$ cat src/rtl/seg_scan_reader.sv
// Read-back of a multiplexed active-low 7-segment bus: qualifies each digit for
// stability, decodes it to a hex nibble and presents whole frames on valid/ready.
module seg_scan_reader #(
    parameter int DIGITS        = 4,
    parameter int STABLE_CYCLES = 4
) (
    input  logic                  iClk,
    input  logic                  iRst_n,
    input  logic [6:0]            iSeg,
    input  logic [DIGITS-1:0]     iAn,
    input  logic                  iReady,
    output logic                  oFrameValid,
    output logic [4*DIGITS-1:0]   oDigits,
    output logic [DIGITS-1:0]     oBlank,
    output logic [DIGITS-1:0]     oErr,
    output logic                  oOverrun
);

    localparam int IDX_W = $clog2(DIGITS);

    typedef enum logic [1:0] {
        IDLE,
        TRACK,
        HELD
    } state_t;

    state_t              state, state_next;
    logic [6:0]          r_seg;
    logic [DIGITS-1:0]   r_an;
    logic [DIGITS-1:0]   prev_an;
    logic [6:0]          ref_seg, ref_next;
    logic [IDX_W-1:0]    idx, idx_next;
    logic [7:0]          cnt, cnt_next;
    logic [DIGITS-1:0]   seen, seen_next;
    logic [4*DIGITS-1:0] work_digits;
    logic [DIGITS-1:0]   work_blank;
    logic [DIGITS-1:0]   work_err;

    logic                single;
    logic [IDX_W-1:0]    an_idx;
    logic [3:0]          zero_cnt;
    logic                capture;
    logic                frame_done;
    logic                load;
    logic                drop;
    logic                transfer;
    logic [5:0]          dec;

    // Returns {blank, err, nibble}; 1100000 is shared by the driver's 6 and B glyphs and reads as 6.
    function automatic logic [5:0] decode(input logic [6:0] seg);
        logic [5:0] r;
        r = 6'b000000;
        case (seg)
            7'b0000001: r = 6'h00;
            7'b1001111: r = 6'h01;
            7'b0010010: r = 6'h02;
            7'b0000110: r = 6'h03;
            7'b1001100: r = 6'h04;
            7'b0100100: r = 6'h05;
            7'b1100000: r = 6'h06;
            7'b0100000: r = 6'h06;
            7'b0001111: r = 6'h07;
            7'b0000000: r = 6'h08;
            7'b0001100: r = 6'h09;
            7'b0001000: r = 6'h0A;
            7'b0110001: r = 6'h0C;
            7'b1000010: r = 6'h0D;
            7'b0110000: r = 6'h0E;
            7'b0111000: r = 6'h0F;
            7'b1111111: r = 6'b100000;
            default:    r = 6'b010000;
        endcase
        return r;
    endfunction

    assign dec = decode(r_seg);

    always_comb begin
        zero_cnt = 4'd0;
        an_idx   = '0;
        for (int k = 0; k < DIGITS; k++) begin
            if (!r_an[k]) begin
                zero_cnt = zero_cnt + 4'd1;
                an_idx   = IDX_W'(k);
            end
        end
        single = (zero_cnt == 4'd1);
    end

    // NOTE: every variable gets a default before the case so no latch is inferred.
    always_comb begin
        state_next = state;
        ref_next   = ref_seg;
        idx_next   = idx;
        cnt_next   = cnt;
        capture    = 1'b0;
        case (state)
            IDLE: begin
                if (single) begin
                    state_next = TRACK;
                    ref_next   = r_seg;
                    idx_next   = an_idx;
                    cnt_next   = 8'd1;
                end
            end
            TRACK: begin
                if (!single) begin
                    state_next = IDLE;
                    cnt_next   = 8'd0;
                end else if (an_idx != idx) begin
                    idx_next = an_idx;
                    ref_next = r_seg;
                    cnt_next = 8'd1;
                end else if (r_seg != ref_seg) begin
                    ref_next = r_seg;
                    cnt_next = 8'd1;
                end else if (cnt >= 8'(STABLE_CYCLES - 1)) begin
                    capture    = 1'b1;
                    cnt_next   = 8'(STABLE_CYCLES);
                    state_next = HELD;
                end else begin
                    cnt_next = cnt + 8'd1;
                end
            end
            HELD: begin
                // A changed anode is treated like a fresh arrival in IDLE.
                if (r_an != prev_an) begin
                    if (single) begin
                        state_next = TRACK;
                        ref_next   = r_seg;
                        idx_next   = an_idx;
                        cnt_next   = 8'd1;
                    end else begin
                        state_next = IDLE;
                        cnt_next   = 8'd0;
                    end
                end
            end
            default: state_next = IDLE;
        endcase
    end

    always_comb begin
        frame_done = &seen;
        seen_next  = frame_done ? '0 : seen;
        if (capture) seen_next[idx] = 1'b1;
        transfer = oFrameValid & iReady;
        load     = frame_done & (~oFrameValid | iReady);
        drop     = frame_done & oFrameValid & ~iReady;
    end

    // NOTE: sequential state uses non-blocking assignments so all registers update together.
    always_ff @(posedge iClk or negedge iRst_n) begin
        if (!iRst_n) begin
            r_seg   <= '0;
            r_an    <= '0;
            prev_an <= '0;
            state   <= IDLE;
            ref_seg <= '0;
            idx     <= '0;
            cnt     <= '0;
            seen    <= '0;
        end else begin
            r_seg   <= iSeg;
            r_an    <= iAn;
            prev_an <= r_an;
            state   <= state_next;
            ref_seg <= ref_next;
            idx     <= idx_next;
            cnt     <= cnt_next;
            seen    <= seen_next;
        end
    end

    // NOTE: working registers are reset too, so a reset mid-frame leaves no stale digits behind.
    always_ff @(posedge iClk or negedge iRst_n) begin
        if (!iRst_n) begin
            work_digits <= '0;
            work_blank  <= '0;
            work_err    <= '0;
        end else if (capture) begin
            for (int k = 0; k < DIGITS; k++) begin
                if (idx == IDX_W'(k)) begin
                    work_digits[4*k +: 4] <= dec[3:0];
                    work_blank[k]         <= dec[5];
                    work_err[k]           <= dec[4];
                end
            end
        end
    end

    always_ff @(posedge iClk or negedge iRst_n) begin
        if (!iRst_n) begin
            oFrameValid <= 1'b0;
            oDigits     <= '0;
            oBlank      <= '0;
            oErr        <= '0;
            oOverrun    <= 1'b0;
        end else begin
            if (load) begin
                oFrameValid <= 1'b1;
                oDigits     <= work_digits;
                oBlank      <= work_blank;
                oErr        <= work_err;
            end else if (transfer) begin
                oFrameValid <= 1'b0;
            end
            if (drop)          oOverrun <= 1'b1;
            else if (transfer) oOverrun <= 1'b0;
        end
    end

endmodule

$ cat config.mk
export PLATFORM = sky130hd
export DESIGN_NAME = seg_scan_reader
export DESIGN_NICKNAME = d
export VERILOG_FILES = /design/src/rtl/seg_scan_reader.sv
export SDC_FILE = /design/constraint.sdc
export NUM_CORES = 1
export LEC_CHECK = 0
export CAP_MARGIN = 20
export CORE_ASPECT_RATIO = 0.8
export CORE_MARGIN = 2
export CORE_UTILIZATION = 56
export DETAILED_ROUTE_END_ITERATION = 10
export PLACE_DENSITY = 0.86
export RECOVER_POWER = 50
export SETUP_SLACK_MARGIN = 0.15
export SLEW_MARGIN = 20
export SYNTH_ARGS = -nofsm -noshare
export SYNTH_HDL_FRONTEND = slang
export SYNTH_SLANG_ARGS = --single-unit
$ cat constraint.sdc
create_clock -name iClk -period 3.4 [get_ports iClk]
set_input_delay 0.68 -clock iClk [delete_from_list [all_inputs] [get_ports iClk]]
set_output_delay 0.68 -clock iClk [all_outputs]
set_load 0.03 [all_outputs]
==> results of run 1 <==
## through the flow
stage / power [mW] / setup WS [ps] / hold slack, ps
2_1_floorplan: 1.52 / 486 / 349
3_3_place_gp: 1.62 / 455 / 426
3_5_place_dp: 1.64 / 263 / 446
4_1_cts: 2.33 / 268 / 464
5_1_grt: 2.42 / 246 / 507
6_report: 2.31 / 385 / 464
## flip-flops by register name, summed over array words and instances, names as in the netlist
register     flops
oDigits         16
work_digits     16
cnt              8
r_seg            7
ref_seg          7
oBlank           4
oErr             4
prev_an          4
r_an             4
seen             4
work_blank       4
work_err         4
idx              2
state            2
oFrameValid      1
oOverrun         1
## final cells by class
cell class / instances / area, sq um / area share [%]
clock buffers: 10 / 138 / 2.97
clock inverters: 6 / 50.0 / 1.08
inverters: 8 / 30.0 / 0.648
multi-input cells: 201 / 1690 / 36.3
flip-flops and latches: 88 / 2200 / 47.5
well taps: 87 / 109 / 2.35
repair buffers: 44 / 423 / 9.12
## power by group through the flow
stage / Combinational [mW] / Clock, mW / Sequential [mW]
floorplan: 0.315 / 0 / 1.20
global placement: 0.388 / 0 / 1.23
detailed placement: 0.408 / 0 / 1.23
CTS: 0.415 / 0.698 / 1.21
global route: 0.453 / 0.738 / 1.23
finish: 0.410 / 0.684 / 1.21
## cells by family after synthesis
| family | synth area share (%) |
|---|---|
| flip-flops | 55.5 |
| AO/OA/AOI/OAI | 8.64 |
| multiplexers | 17.0 |
| buffers and inverters | 2.15 |
| XOR/XNOR | 3.53 |
| adder cells (fa/ha/maj) | 2.84 |
| AND/OR/NAND/NOR | 10.3 |
## layer usage
metal  GRT usage (%)  part of all wire, %
met5               0                    0
met3            5.90                  5.0
met1            27.1                   44
met2            37.4                   50
met4            6.94                  1.3
## critical path: stages, from the launching register on
cell                      delay (ps)
sky130_fd_sc_hd__dfrtp_1         470
sky130_fd_sc_hd__inv_1            80
sky130_fd_sc_hd__ha_1            360
sky130_fd_sc_hd__xnor2_1         160
sky130_fd_sc_hd__ha_1            230
sky130_fd_sc_hd__nor3b_1         210
sky130_fd_sc_hd__a31oi_1          90
sky130_fd_sc_hd__o31ai_2         330
sky130_fd_sc_hd__nand4_4         170
sky130_fd_sc_hd__or3b_4          500
sky130_fd_sc_hd__mux2_4          320
## final timing paths
path	endpoint	from	cells past startpoint	slack (ps)
max in group asynchronous	prev_an[1]$_DFF_PN0_	iRst_n	1	1280
min in group asynchronous	oOverrun$_DFFE_PN0P_	iRst_n	1	890
hold reg to reg	prev_an[0]$_DFF_PN0_	r_an[0]$_DFF_PN0_	0	460
hold / removal	prev_an[0]$_DFF_PN0_	r_an[0]$_DFF_PN0_	0	460
setup reg to reg	work_digits[8]$_DFFE_PN0P_	r_an[1]$_DFF_PN0_	10	380
setup / recovery	work_digits[8]$_DFFE_PN0P_	r_an[1]$_DFF_PN0_	10	380
## layout by cell type, fill, tap and decap left out, types with 8 or more instances in the layout
cell type,instances
sky130_fd_sc_hd__o21ai_0,8
sky130_fd_sc_hd__inv_1,8
sky130_fd_sc_hd__clkdlybuf4s50_1,27
sky130_fd_sc_hd__ha_1,9
sky130_fd_sc_hd__nand2_1,16
sky130_fd_sc_hd__xnor2_1,13
sky130_fd_sc_hd__clkbuf_8,10
sky130_fd_sc_hd__dlygate4sd3_1,11
sky130_fd_sc_hd__mux2_2,52
sky130_fd_sc_hd__dfrtp_1,88
sky130_fd_sc_hd__nor2_1,15
==> impl_metrics.xml, run 1 <==
<?xml version="1.0" encoding="UTF-8"?>
<metrics>
  <group name="status">
    <metric name="run_status" unit="">finished with violations</metric>
    <metric name="failed_checks" unit="">capacitance limit, slew limit</metric>
  </group>
  <group name="clock_tree">
    <metric name="number_of_clock_sinks_seen_by_cts" unit="">88</metric>
    <metric name="cts_inserted_buffers" unit="">9</metric>
    <metric name="clock_insertion_delay_worst_skew" unit="ps">370</metric>
    <metric name="cts_hold_buffers" unit="">0</metric>
    <metric name="clk_path_buf_depth" unit="">2</metric>
    <metric name="cts_post_setup_buffers_inserted" unit="">0</metric>
    <metric name="clock_tree.root_cell" unit="">sky130_fd_sc_hd__clkbuf_8</metric>
    <metric name="tritoncts" unit="">done</metric>
    <metric name="htree_num_levels" unit="">3</metric>
    <metric name="post_cts_resize_count" unit="">0</metric>
    <metric name="clock_pin_slew_worst_setup_and_hold_paths" unit="ps">100</metric>
  </group>
  <group name="logic_synthesis">
    <metric name="synth.cell_area" unit="sq um">3970</metric>
    <metric name="seq_area_frac_synth" unit="%">55.5</metric>
    <metric name="synth_top_cell_area_share" unit="%">55.5</metric>
    <metric name="netlist_instances" unit="">309</metric>
    <metric name="synth_fp_nets" unit="">332</metric>
    <metric name="synthesis.area_per_instance" unit="sq um">12.8</metric>
    <metric name="synth.most_common_cell" unit="">sky130_fd_sc_hd__dfrtp_1</metric>
    <metric name="postSynthRegisterBits" unit="">88</metric>
    <metric name="synth_area_leaders" unit="">sky130_fd_sc_hd__dfrtp_1 56%, sky130_fd_sc_hd__mux2_2 15%, sky130_fd_sc_hd__xnor2_1 2.9%</metric>
    <metric name="synth_edf_count" unit="">0</metric>
    <metric name="synthTopCellsByCount" unit="">88 x sky130_fd_sc_hd__dfrtp_1, 52 x sky130_fd_sc_hd__mux2_2, 16 x sky130_fd_sc_hd__nand2_1</metric>
    <metric name="yosys.cell_types.count" unit="">58</metric>
    <metric name="synth_top_flop_cell" unit="">sky130_fd_sc_hd__dfrtp_1</metric>
    <metric name="ys_async_rst_share" unit="%">100</metric>
    <metric name="synth_area_leader_cell" unit="">sky130_fd_sc_hd__dfrtp_1</metric>
    <metric name="yosysWarningCount" unit="">0</metric>
  </group>
  <group name="worst_setup_path">
    <metric name="worstPathArrival" unit="ps">3280</metric>
    <metric name="kind_of_critical_path" unit="">flop to flop</metric>
    <metric name="cp-start-kind" unit="">flop</metric>
    <metric name="cp_data_required_time" unit="ps">3670</metric>
    <metric name="critical_path_peak_fanout" unit="">7</metric>
    <metric name="critical_path.endpoint_type" unit="">flop</metric>
  </group>
  <group name="floorplan">
    <metric name="design.die.area" unit="sq um">7780</metric>
    <metric name="die_w" unit="um">98.1</metric>
    <metric name="start_util" unit="%">57.8</metric>
    <metric name="die_height" unit="um">79.3</metric>
    <metric name="num_io_pins" unit="">40</metric>
    <metric name="placement_rows" unit="">27</metric>
    <metric name="core_area" unit="sq um">6860</metric>
  </group>
  <group name="layout">
    <metric name="drive_above_1_share" unit="%">25.2</metric>
    <metric name="final_nets" unit="">375</metric>
    <metric name="fin_area" unit="sq um">4640</metric>
    <metric name="post_layout_nonfiller_instances" unit="">444</metric>
    <metric name="final_core_util" unit="%">67.6</metric>
    <metric name="filler_cell_count" unit="">498</metric>
    <metric name="syn_to_final_growth" unit="%">16.9</metric>
    <metric name="antenna_cells" unit="">0</metric>
  </group>
  <group name="drt">
    <metric name="drc_errors" unit="">0</metric>
    <metric name="wl_per_cell" unit="um">17.2</metric>
    <metric name="detail_route.iter0.violations" unit="">176</metric>
    <metric name="finalWirelength" unit="mm">7.65</metric>
    <metric name="firstDrtPassIters" unit="">4</metric>
    <metric name="route.vias.total" unit="">2559</metric>
    <metric name="drt.antenna.violating_nets" unit="">0</metric>
    <metric name="post_drt_via_cell_ratio" unit="">5.76</metric>
  </group>
  <group name="power">
    <metric name="power_per_cell_area" unit="nW/um^2">498</metric>
    <metric name="leakage" unit="nW">2.16</metric>
    <metric name="clock_power_share" unit="%">29.6</metric>
    <metric name="reg_power_share" unit="%">52.6</metric>
    <metric name="fraction_of_power_spent_switching_nets" unit="%">29.7</metric>
    <metric name="net-switching-power" unit="uW">686</metric>
    <metric name="max-vdd-ir-drop" unit="mV">0.435</metric>
    <metric name="cell_internal_pwr" unit="mW">1.62</metric>
    <metric name="power.share.combinational" unit="%">17.8</metric>
  </group>
  <group name="sta">
    <metric name="finalHoldViolations" unit="">0</metric>
    <metric name="report.final.setup_viol" unit="">0</metric>
    <metric name="final-max-slew-violation-count" unit="">89</metric>
    <metric name="final.setup_skew" unit="ps">18.7</metric>
    <metric name="timing.final.crit_period" unit="ps">3020</metric>
    <metric name="post-route-period-util" unit="%">88.7</metric>
    <metric name="worst_slew_pin_tran" unit="ps">2060</metric>
    <metric name="timing.setup.tns" unit="ps">0</metric>
    <metric name="fmax" unit="MHz">332</metric>
    <metric name="grt_setup_unrepaired" unit="">no</metric>
    <metric name="maxSlewHeadroom" unit="%">-37.2</metric>
  </group>
  <group name="global_routing">
    <metric name="antenna_found_initial" unit="">0</metric>
    <metric name="grt.total_usage" unit="%">21.8</metric>
    <metric name="grt_pass1_wl" unit="mm">13.3</metric>
    <metric name="grt_remaining_overflow" unit="">0</metric>
    <metric name="grt_start_max_net_pins" unit="">89</metric>
    <metric name="grt_pass1_vias" unit="">2720</metric>
  </group>
  <group name="place">
    <metric name="place_area" unit="sq um">4450</metric>
    <metric name="place.gp.congestion" unit="">0.844</metric>
    <metric name="numPlacedInstances" unit="">428</metric>
    <metric name="placement.io_buffers" unit="">39</metric>
    <metric name="dp.final_hpwl" unit="mm">5.25</metric>
  </group>
  <group name="hold_path">
    <metric name="hold_path_class" unit="">flop to flop</metric>
  </group>
  <group name="flow_run">
    <metric name="max_cap_viol_count" unit="">1</metric>
  </group>
</metrics>
Note: power is estimated with default switching activity, not from simulation.
==> run 2: changes to the inputs <==
--- a/config.mk
+++ b/config.mk
@@ -10,6 +10,7 @@
 export CORE_MARGIN = 2
 export CORE_UTILIZATION = 56
 export DETAILED_ROUTE_END_ITERATION = 10
+export MAX_ROUTING_LAYER = met4
 export PLACE_DENSITY = 0.86
 export RECOVER_POWER = 50
 export SETUP_SLACK_MARGIN = 0.15
==> constraint.sdc (replaced) <==
create_clock -name iClk -period 3.3 [get_ports iClk]
set_input_delay 0.66 -clock iClk [delete_from_list [all_inputs] [get_ports iClk]]
set_output_delay 0.66 -clock iClk [all_outputs]
set_load 0.03 [all_outputs]
==> impl_metrics.xml, run 2 (synthesis gave the netlist of run 1 again) <==
<?xml version="1.0" encoding="UTF-8"?>
<metrics>
  <group name="status">
    <metric name="run_status" unit="">finished with violations</metric>
    <metric name="failed_checks" unit="">capacitance limit, slew limit</metric>
  </group>
  <group name="worst_setup_path">
    <metric name="worst_r2r_path_depth" unit="">10</metric>
    <metric name="cp_data_required_time" unit="ps">3550</metric>
    <metric name="r2r_start" unit="">r_an[1]$_DFF_PN0_</metric>
    <metric name="critical_path.endpoint_type" unit="">flop</metric>
    <metric name="critical_path_peak_fanout" unit="">7</metric>
    <metric name="worstPathArrival" unit="ps">3220</metric>
    <metric name="kind_of_critical_path" unit="">flop to flop</metric>
    <metric name="r2r_setup_slack" unit="ps">330</metric>
    <metric name="cp-start-kind" unit="">flop</metric>
    <metric name="r2r_end" unit="">work_digits[11]$_DFFE_PN0P_</metric>
  </group>
  <group name="sta">
    <metric name="fmax" unit="MHz">337</metric>
    <metric name="worst_slew_pin_tran" unit="ps">2060</metric>
    <metric name="report.final.setup_viol" unit="">0</metric>
    <metric name="maxSlewHeadroom" unit="%">-37.6</metric>
    <metric name="grt_setup_unrepaired" unit="">no</metric>
    <metric name="post-route-period-util" unit="%">90.0</metric>
    <metric name="final-max-slew-violation-count" unit="">89</metric>
    <metric name="final.setup_skew" unit="ps">8.94</metric>
    <metric name="timing.final.crit_period" unit="ps">2970</metric>
    <metric name="final_critical_path_setup_slack" unit="ps">329</metric>
    <metric name="holdWs" unit="ps">460</metric>
    <metric name="timing.setup.tns" unit="ps">0</metric>
    <metric name="finalHoldViolations" unit="">0</metric>
  </group>
  <group name="power">
    <metric name="finalPower" unit="mW">2.36</metric>
    <metric name="clock_power_share" unit="%">28.7</metric>
    <metric name="leakage" unit="nW">2.16</metric>
    <metric name="reg_power_share" unit="%">53.1</metric>
    <metric name="net-switching-power" unit="uW">684</metric>
    <metric name="fraction_of_power_spent_switching_nets" unit="%">29.0</metric>
    <metric name="power_per_cell_area" unit="nW/um^2">509</metric>
    <metric name="cell_internal_pwr" unit="mW">1.68</metric>
    <metric name="power.share.combinational" unit="%">18.2</metric>
    <metric name="max-vdd-ir-drop" unit="mV">0.440</metric>
  </group>
  <group name="layout">
    <metric name="drive_above_1_share" unit="%">25.1</metric>
    <metric name="syn_to_final_growth" unit="%">16.9</metric>
    <metric name="most-common-layout-cells" unit="">88 x sky130_fd_sc_hd__dfrtp_1, 52 x sky130_fd_sc_hd__mux2_2, 26 x sky130_fd_sc_hd__clkdlybuf4s50_1, 16 x sky130_fd_sc_hd__nand2_1, 15 x sky130_fd_sc_hd__nor2_1</metric>
    <metric name="final_nets" unit="">376</metric>
    <metric name="final_common_cell" unit="">sky130_fd_sc_hd__dfrtp_1</metric>
    <metric name="fin_area" unit="sq um">4640</metric>
    <metric name="biggest_regs" unit="">oDigits (16), work_digits (16), cnt (8)</metric>
    <metric name="filler_cell_count" unit="">477</metric>
    <metric name="antenna_cells" unit="">0</metric>
  </group>
  <group name="clock_tree">
    <metric name="htree_num_levels" unit="">3</metric>
    <metric name="number_of_clock_sinks_seen_by_cts" unit="">88</metric>
    <metric name="tritoncts" unit="">done</metric>
    <metric name="clk_path_buf_depth" unit="">2</metric>
    <metric name="cts_post_setup_buffers_inserted" unit="">0</metric>
    <metric name="clock_tree.root_cell" unit="">sky130_fd_sc_hd__clkbuf_8</metric>
    <metric name="clock_insertion_delay_worst_skew" unit="ps">360</metric>
    <metric name="cts_inserted_buffers" unit="">9</metric>
    <metric name="post_cts_resize_count" unit="">0</metric>
    <metric name="clock_pin_slew_worst_setup_and_hold_paths" unit="ps">80</metric>
    <metric name="cts_hold_buffers" unit="">0</metric>
  </group>
  <group name="flow_run">
    <metric name="max_cap_viol_count" unit="">1</metric>
  </group>
  <group name="global_routing">
    <metric name="grt_start_max_net_pins" unit="">89</metric>
    <metric name="grt_pass1_wl" unit="mm">12.3</metric>
    <metric name="grt_remaining_overflow" unit="">0</metric>
    <metric name="grt.total_usage" unit="%">20.9</metric>
    <metric name="antenna_found_initial" unit="">0</metric>
    <metric name="grt_pass1_vias" unit="">2544</metric>
  </group>
  <group name="floorplan">
    <metric name="die_height" unit="um">79.3</metric>
    <metric name="placement_rows" unit="">27</metric>
    <metric name="die_w" unit="um">98.1</metric>
    <metric name="design.die.area" unit="sq um">7780</metric>
    <metric name="core_area" unit="sq um">6860</metric>
    <metric name="start_util" unit="%">57.8</metric>
    <metric name="num_io_pins" unit="">40</metric>
  </group>
  <group name="hold_path">
    <metric name="worst_hold_endpoint" unit="">prev_an[0]$_DFF_PN0_</metric>
    <metric name="hold_depth" unit="">0</metric>
    <metric name="hp-start" unit="">r_an[0]$_DFF_PN0_</metric>
    <metric name="hold_path_class" unit="">flop to flop</metric>
  </group>
  <group name="drt">
    <metric name="detail_route.iter0.violations" unit="">191</metric>
    <metric name="finalWirelength" unit="mm">7.40</metric>
    <metric name="drc_errors" unit="">0</metric>
    <metric name="firstDrtPassIters" unit="">4</metric>
    <metric name="post_drt_via_cell_ratio" unit="">5.77</metric>
    <metric name="wl_per_cell" unit="um">16.6</metric>
    <metric name="drt.antenna.violating_nets" unit="">0</metric>
    <metric name="route.vias.total" unit="">2567</metric>
  </group>
  <group name="place">
    <metric name="dpl_worst_slack" unit="ps">238</metric>
    <metric name="dp.final_hpwl" unit="mm">5.03</metric>
    <metric name="place.gp.congestion" unit="">0.838</metric>
    <metric name="place_area" unit="sq um">4460</metric>
    <metric name="placement.io_buffers" unit="">39</metric>
  </group>
</metrics>
## run 2: how the worst max path moves through the flow
stage          slack [ps]         startpoint                           to  cells past startpoint
2_1_floorplan         390  r_an[1]$_DFF_PN0_    work_blank[2]$_DFFE_PN0P_                     11
3_3_place_gp          350  r_an[1]$_DFF_PN0_      work_err[2]$_DFFE_PN0P_                     10
3_5_place_dp          240  r_an[1]$_DFF_PN0_    work_blank[2]$_DFFE_PN0P_                     10
4_1_cts               220  r_an[1]$_DFF_PN0_  work_digits[11]$_DFFE_PN0P_                     10
5_1_grt               140  r_an[1]$_DFF_PN0_  work_digits[10]$_DFFE_PN0P_                     10
6_report              330  r_an[1]$_DFF_PN0_  work_digits[11]$_DFFE_PN0P_                     10
## run 2: cell type report
| type | count | area [sq um] | share of cell area [%] |
|---|---|---|---|
| clock buffers | 11 | 141 | 3.05 |
| clock inverters | 5 | 40.0 | 0.863 |
| inverters | 8 | 30.0 | 0.647 |
| multi-input cells | 201 | 1690 | 36.3 |
| flip-flops and latches | 88 | 2200 | 47.5 |
| well taps | 87 | 109 | 2.35 |
| repair buffers | 45 | 430 | 9.28 |
## run 2: critical path, stage by stage (launching register included)
cell and delay (ps):
sky130_fd_sc_hd__dfrtp_1 470, sky130_fd_sc_hd__inv_1 70, sky130_fd_sc_hd__ha_1 350, sky130_fd_sc_hd__xnor2_1 160, sky130_fd_sc_hd__ha_1 230, sky130_fd_sc_hd__nor3b_1 190
sky130_fd_sc_hd__a31oi_1 90, sky130_fd_sc_hd__o31ai_2 320, sky130_fd_sc_hd__nand4_4 170, sky130_fd_sc_hd__or3b_4 510, sky130_fd_sc_hd__mux2_4 320
## run 2: layer usage
layer  track usage (%)  share of wire, %  vias to the layer above
li1                  -                 -                     1200
met1              26.7                45                     1299
met2              33.4                50                       56
met3              5.37               3.3                       12
met4              6.53               1.1                        0
met5                 -                 0                        -
## run 2: power groups by stage
stage | combinational (mW) | sequential [mW] | clock, mW
2_1_floorplan | 0.325 | 1.24 | 0
3_3_place_gp | 0.410 | 1.26 | 0
3_5_place_dp | 0.430 | 1.27 | 0
4_1_cts | 0.436 | 1.25 | 0.696
5_1_grt | 0.475 | 1.27 | 0.735
6_report | 0.430 | 1.25 | 0.676
## run 2: stage by stage
| stage | instances | util, % |
|---|---|---|
| after global routing | 445 | 67.6 |
| after global placement | 429 | 65.0 |
| after detailed placement | 429 | 65.0 |
| final | 445 | 67.6 |
| after floorplan | 309 | - |
| after CTS | 445 | 67.6 |
==> run 3: changes to the inputs <==
--- a/config.mk
+++ b/config.mk
@@ -7,7 +7,6 @@
 export LEC_CHECK = 0
 export CAP_MARGIN = 20
 export CORE_ASPECT_RATIO = 0.8
-export CORE_MARGIN = 2
 export CORE_UTILIZATION = 56
 export DETAILED_ROUTE_END_ITERATION = 10
 export MAX_ROUTING_LAYER = met4
==> impl_metrics.xml, run 3 (synthesis gave the netlist of run 1 again) <==
<?xml version="1.0" encoding="UTF-8"?>
<metrics>
  <group name="clock_tree">
    <metric name="cts_inserted_buffers" unit="">9</metric>
    <metric name="cts_post_setup_buffers_inserted" unit="">0</metric>
    <metric name="clock_tree.root_cell" unit="">sky130_fd_sc_hd__clkbuf_8</metric>
    <metric name="htree_num_levels" unit="">3</metric>
    <metric name="clock_insertion_delay_worst_skew" unit="ps">360</metric>
    <metric name="tritoncts" unit="">done</metric>
    <metric name="clk_path_buf_depth" unit="">2</metric>
    <metric name="clock_pin_slew_worst_setup_and_hold_paths" unit="ps">90</metric>
    <metric name="number_of_clock_sinks_seen_by_cts" unit="">88</metric>
    <metric name="cts_hold_buffers" unit="">0</metric>
    <metric name="post_cts_resize_count" unit="">0</metric>
  </group>
  <group name="sta">
    <metric name="timing.final.crit_period" unit="ps">3030</metric>
    <metric name="worst_slew_pin_tran" unit="ps">2100</metric>
    <metric name="timing.setup.tns" unit="ps">0</metric>
    <metric name="final.setup_skew" unit="ps">14.1</metric>
    <metric name="final-max-slew-violation-count" unit="">89</metric>
    <metric name="post-route-period-util" unit="%">91.9</metric>
    <metric name="fmax" unit="MHz">330</metric>
    <metric name="holdWs" unit="ps">461</metric>
    <metric name="report.final.setup_viol" unit="">0</metric>
    <metric name="grt_setup_unrepaired" unit="">no</metric>
    <metric name="finalHoldViolations" unit="">0</metric>
    <metric name="maxSlewHeadroom" unit="%">-40.2</metric>
  </group>
  <group name="drt">
    <metric name="drc_errors" unit="">0</metric>
    <metric name="finalWirelength" unit="mm">7.06</metric>
    <metric name="firstDrtPassIters" unit="">5</metric>
    <metric name="wl_per_cell" unit="um">15.9</metric>
    <metric name="drt.antenna.violating_nets" unit="">0</metric>
    <metric name="post_drt_via_cell_ratio" unit="">5.71</metric>
    <metric name="route.vias.total" unit="">2542</metric>
    <metric name="detail_route.iter0.violations" unit="">126</metric>
  </group>
  <group name="global_routing">
    <metric name="grt_pass1_vias" unit="">2465</metric>
    <metric name="grt_start_max_net_pins" unit="">89</metric>
    <metric name="grt_remaining_overflow" unit="">0</metric>
    <metric name="antenna_found_initial" unit="">0</metric>
    <metric name="grt_pass1_wl" unit="mm">11.8</metric>
    <metric name="grt.total_usage" unit="%">21.9</metric>
  </group>
  <group name="place">
    <metric name="place.gp.congestion" unit="">0.812</metric>
    <metric name="numPlacedInstances" unit="">429</metric>
    <metric name="dp.final_hpwl" unit="mm">4.84</metric>
    <metric name="placement.io_buffers" unit="">39</metric>
  </group>
  <group name="floorplan">
    <metric name="core_area" unit="sq um">6860</metric>
    <metric name="design.die.area" unit="sq um">7430</metric>
    <metric name="start_util" unit="%">57.8</metric>
    <metric name="placement_rows" unit="">27</metric>
    <metric name="die_height" unit="um">77.3</metric>
    <metric name="num_io_pins" unit="">40</metric>
    <metric name="die_w" unit="um">96.1</metric>
  </group>
  <group name="layout">
    <metric name="final_common_cell" unit="">sky130_fd_sc_hd__dfrtp_1</metric>
    <metric name="antenna_cells" unit="">0</metric>
    <metric name="post_layout_nonfiller_instances" unit="">445</metric>
    <metric name="syn_to_final_growth" unit="%">16.9</metric>
    <metric name="final_nets" unit="">376</metric>
    <metric name="drive_above_1_share" unit="%">25.4</metric>
    <metric name="biggest_regs" unit="">oDigits (16), work_digits (16), cnt (8)</metric>
    <metric name="most-common-layout-cells" unit="">88 x sky130_fd_sc_hd__dfrtp_1, 52 x sky130_fd_sc_hd__mux2_2, 27 x sky130_fd_sc_hd__clkdlybuf4s50_1, 16 x sky130_fd_sc_hd__nand2_1, 15 x sky130_fd_sc_hd__nor2_1</metric>
  </group>
  <group name="status">
    <metric name="run_status" unit="">finished with violations</metric>
    <metric name="failed_checks" unit="">capacitance limit, slew limit</metric>
  </group>
  <group name="worst_setup_path">
    <metric name="critical_path_peak_fanout" unit="">7</metric>
    <metric name="kind_of_critical_path" unit="">flop to flop</metric>
    <metric name="worstPathArrival" unit="ps">3270</metric>
    <metric name="critical_path.endpoint_type" unit="">flop</metric>
    <metric name="cp_data_required_time" unit="ps">3540</metric>
    <metric name="cp-start-kind" unit="">flop</metric>
  </group>
  <group name="power">
    <metric name="power_per_cell_area" unit="nW/um^2">506</metric>
    <metric name="leakage" unit="nW">2.17</metric>
    <metric name="max-vdd-ir-drop" unit="mV">0.389</metric>
    <metric name="finalPower" unit="mW">2.35</metric>
  </group>
  <group name="hold_path">
    <metric name="hold_path_class" unit="">flop to flop</metric>
  </group>
  <group name="flow_run">
    <metric name="max_cap_viol_count" unit="">1</metric>
  </group>
</metrics>
run 3: per-layer routing:
layer  up-vias  wire (um)  global-route usage (%)
li1       1199          -                       -
met1      1277       3330                    30.1
met2        60       3430                    31.7
met3         6        252                    7.14
met4         0         46                    5.52
met5         -          0                       -
run 3: path summary, 6_finish.rpt:
kind,start,end,slack [ps],depth (start not counted)
worst max register to register,r_an[1]$_DFF_PN0_,work_digits[9]$_DFFE_PN0P_,270,10
worst max-delay path,r_an[1]$_DFF_PN0_,work_digits[9]$_DFFE_PN0P_,270,10
worst min register to register,r_an[0]$_DFF_PN0_,prev_an[0]$_DFF_PN0_,460,0
worst min-delay path,r_an[0]$_DFF_PN0_,prev_an[0]$_DFF_PN0_,460,0
max in group asynchronous,iRst_n,cnt[6]$_DFFE_PN0P_,1150,1
min in group asynchronous,iRst_n,oDigits[15]$_DFFE_PN0P_,880,1
run 3: layout make-up:
cell class,count,area (sq um)
inverter,8,30.0
timing repair buffer,45,430
multi-input combinational,201,1690
clock inverter,6,42.5
clock buffer,10,138
tap,87,109
sequential,88,2200
fill,487,2220
run 3: stage by stage:
| step | area, sq um | setup slack (ps) | utilization (%) |
|---|---|---|---|
| after global placement | 4460 | 353 | 65.0 |
| after floorplan | 3970 | 386 | - |
| after CTS | 4640 | 164 | 67.6 |
| after detailed placement | 4460 | 177 | 65.0 |
| final | 4640 | 268 | 67.6 |
| after global routing | 4640 | 162 | 67.6 |
run 3: critical path: stages, from the launching register on:
cell	delay, ps
sky130_fd_sc_hd__dfrtp_1	450
sky130_fd_sc_hd__inv_1	70
sky130_fd_sc_hd__ha_1	360
sky130_fd_sc_hd__xnor2_1	160
sky130_fd_sc_hd__ha_1	230
sky130_fd_sc_hd__nor3b_1	220
sky130_fd_sc_hd__a31oi_1	100
sky130_fd_sc_hd__o31ai_2	330
sky130_fd_sc_hd__nand4_4	170
sky130_fd_sc_hd__or3b_4	510
sky130_fd_sc_hd__mux2_4	320
run 3: where the power goes:
group	switching, mW	leakage (nW)	internal [mW]
logic	0.203	0.910	0.220
registers	0.0925	1.17	1.16
clock network	0.378	0.0887	0.295
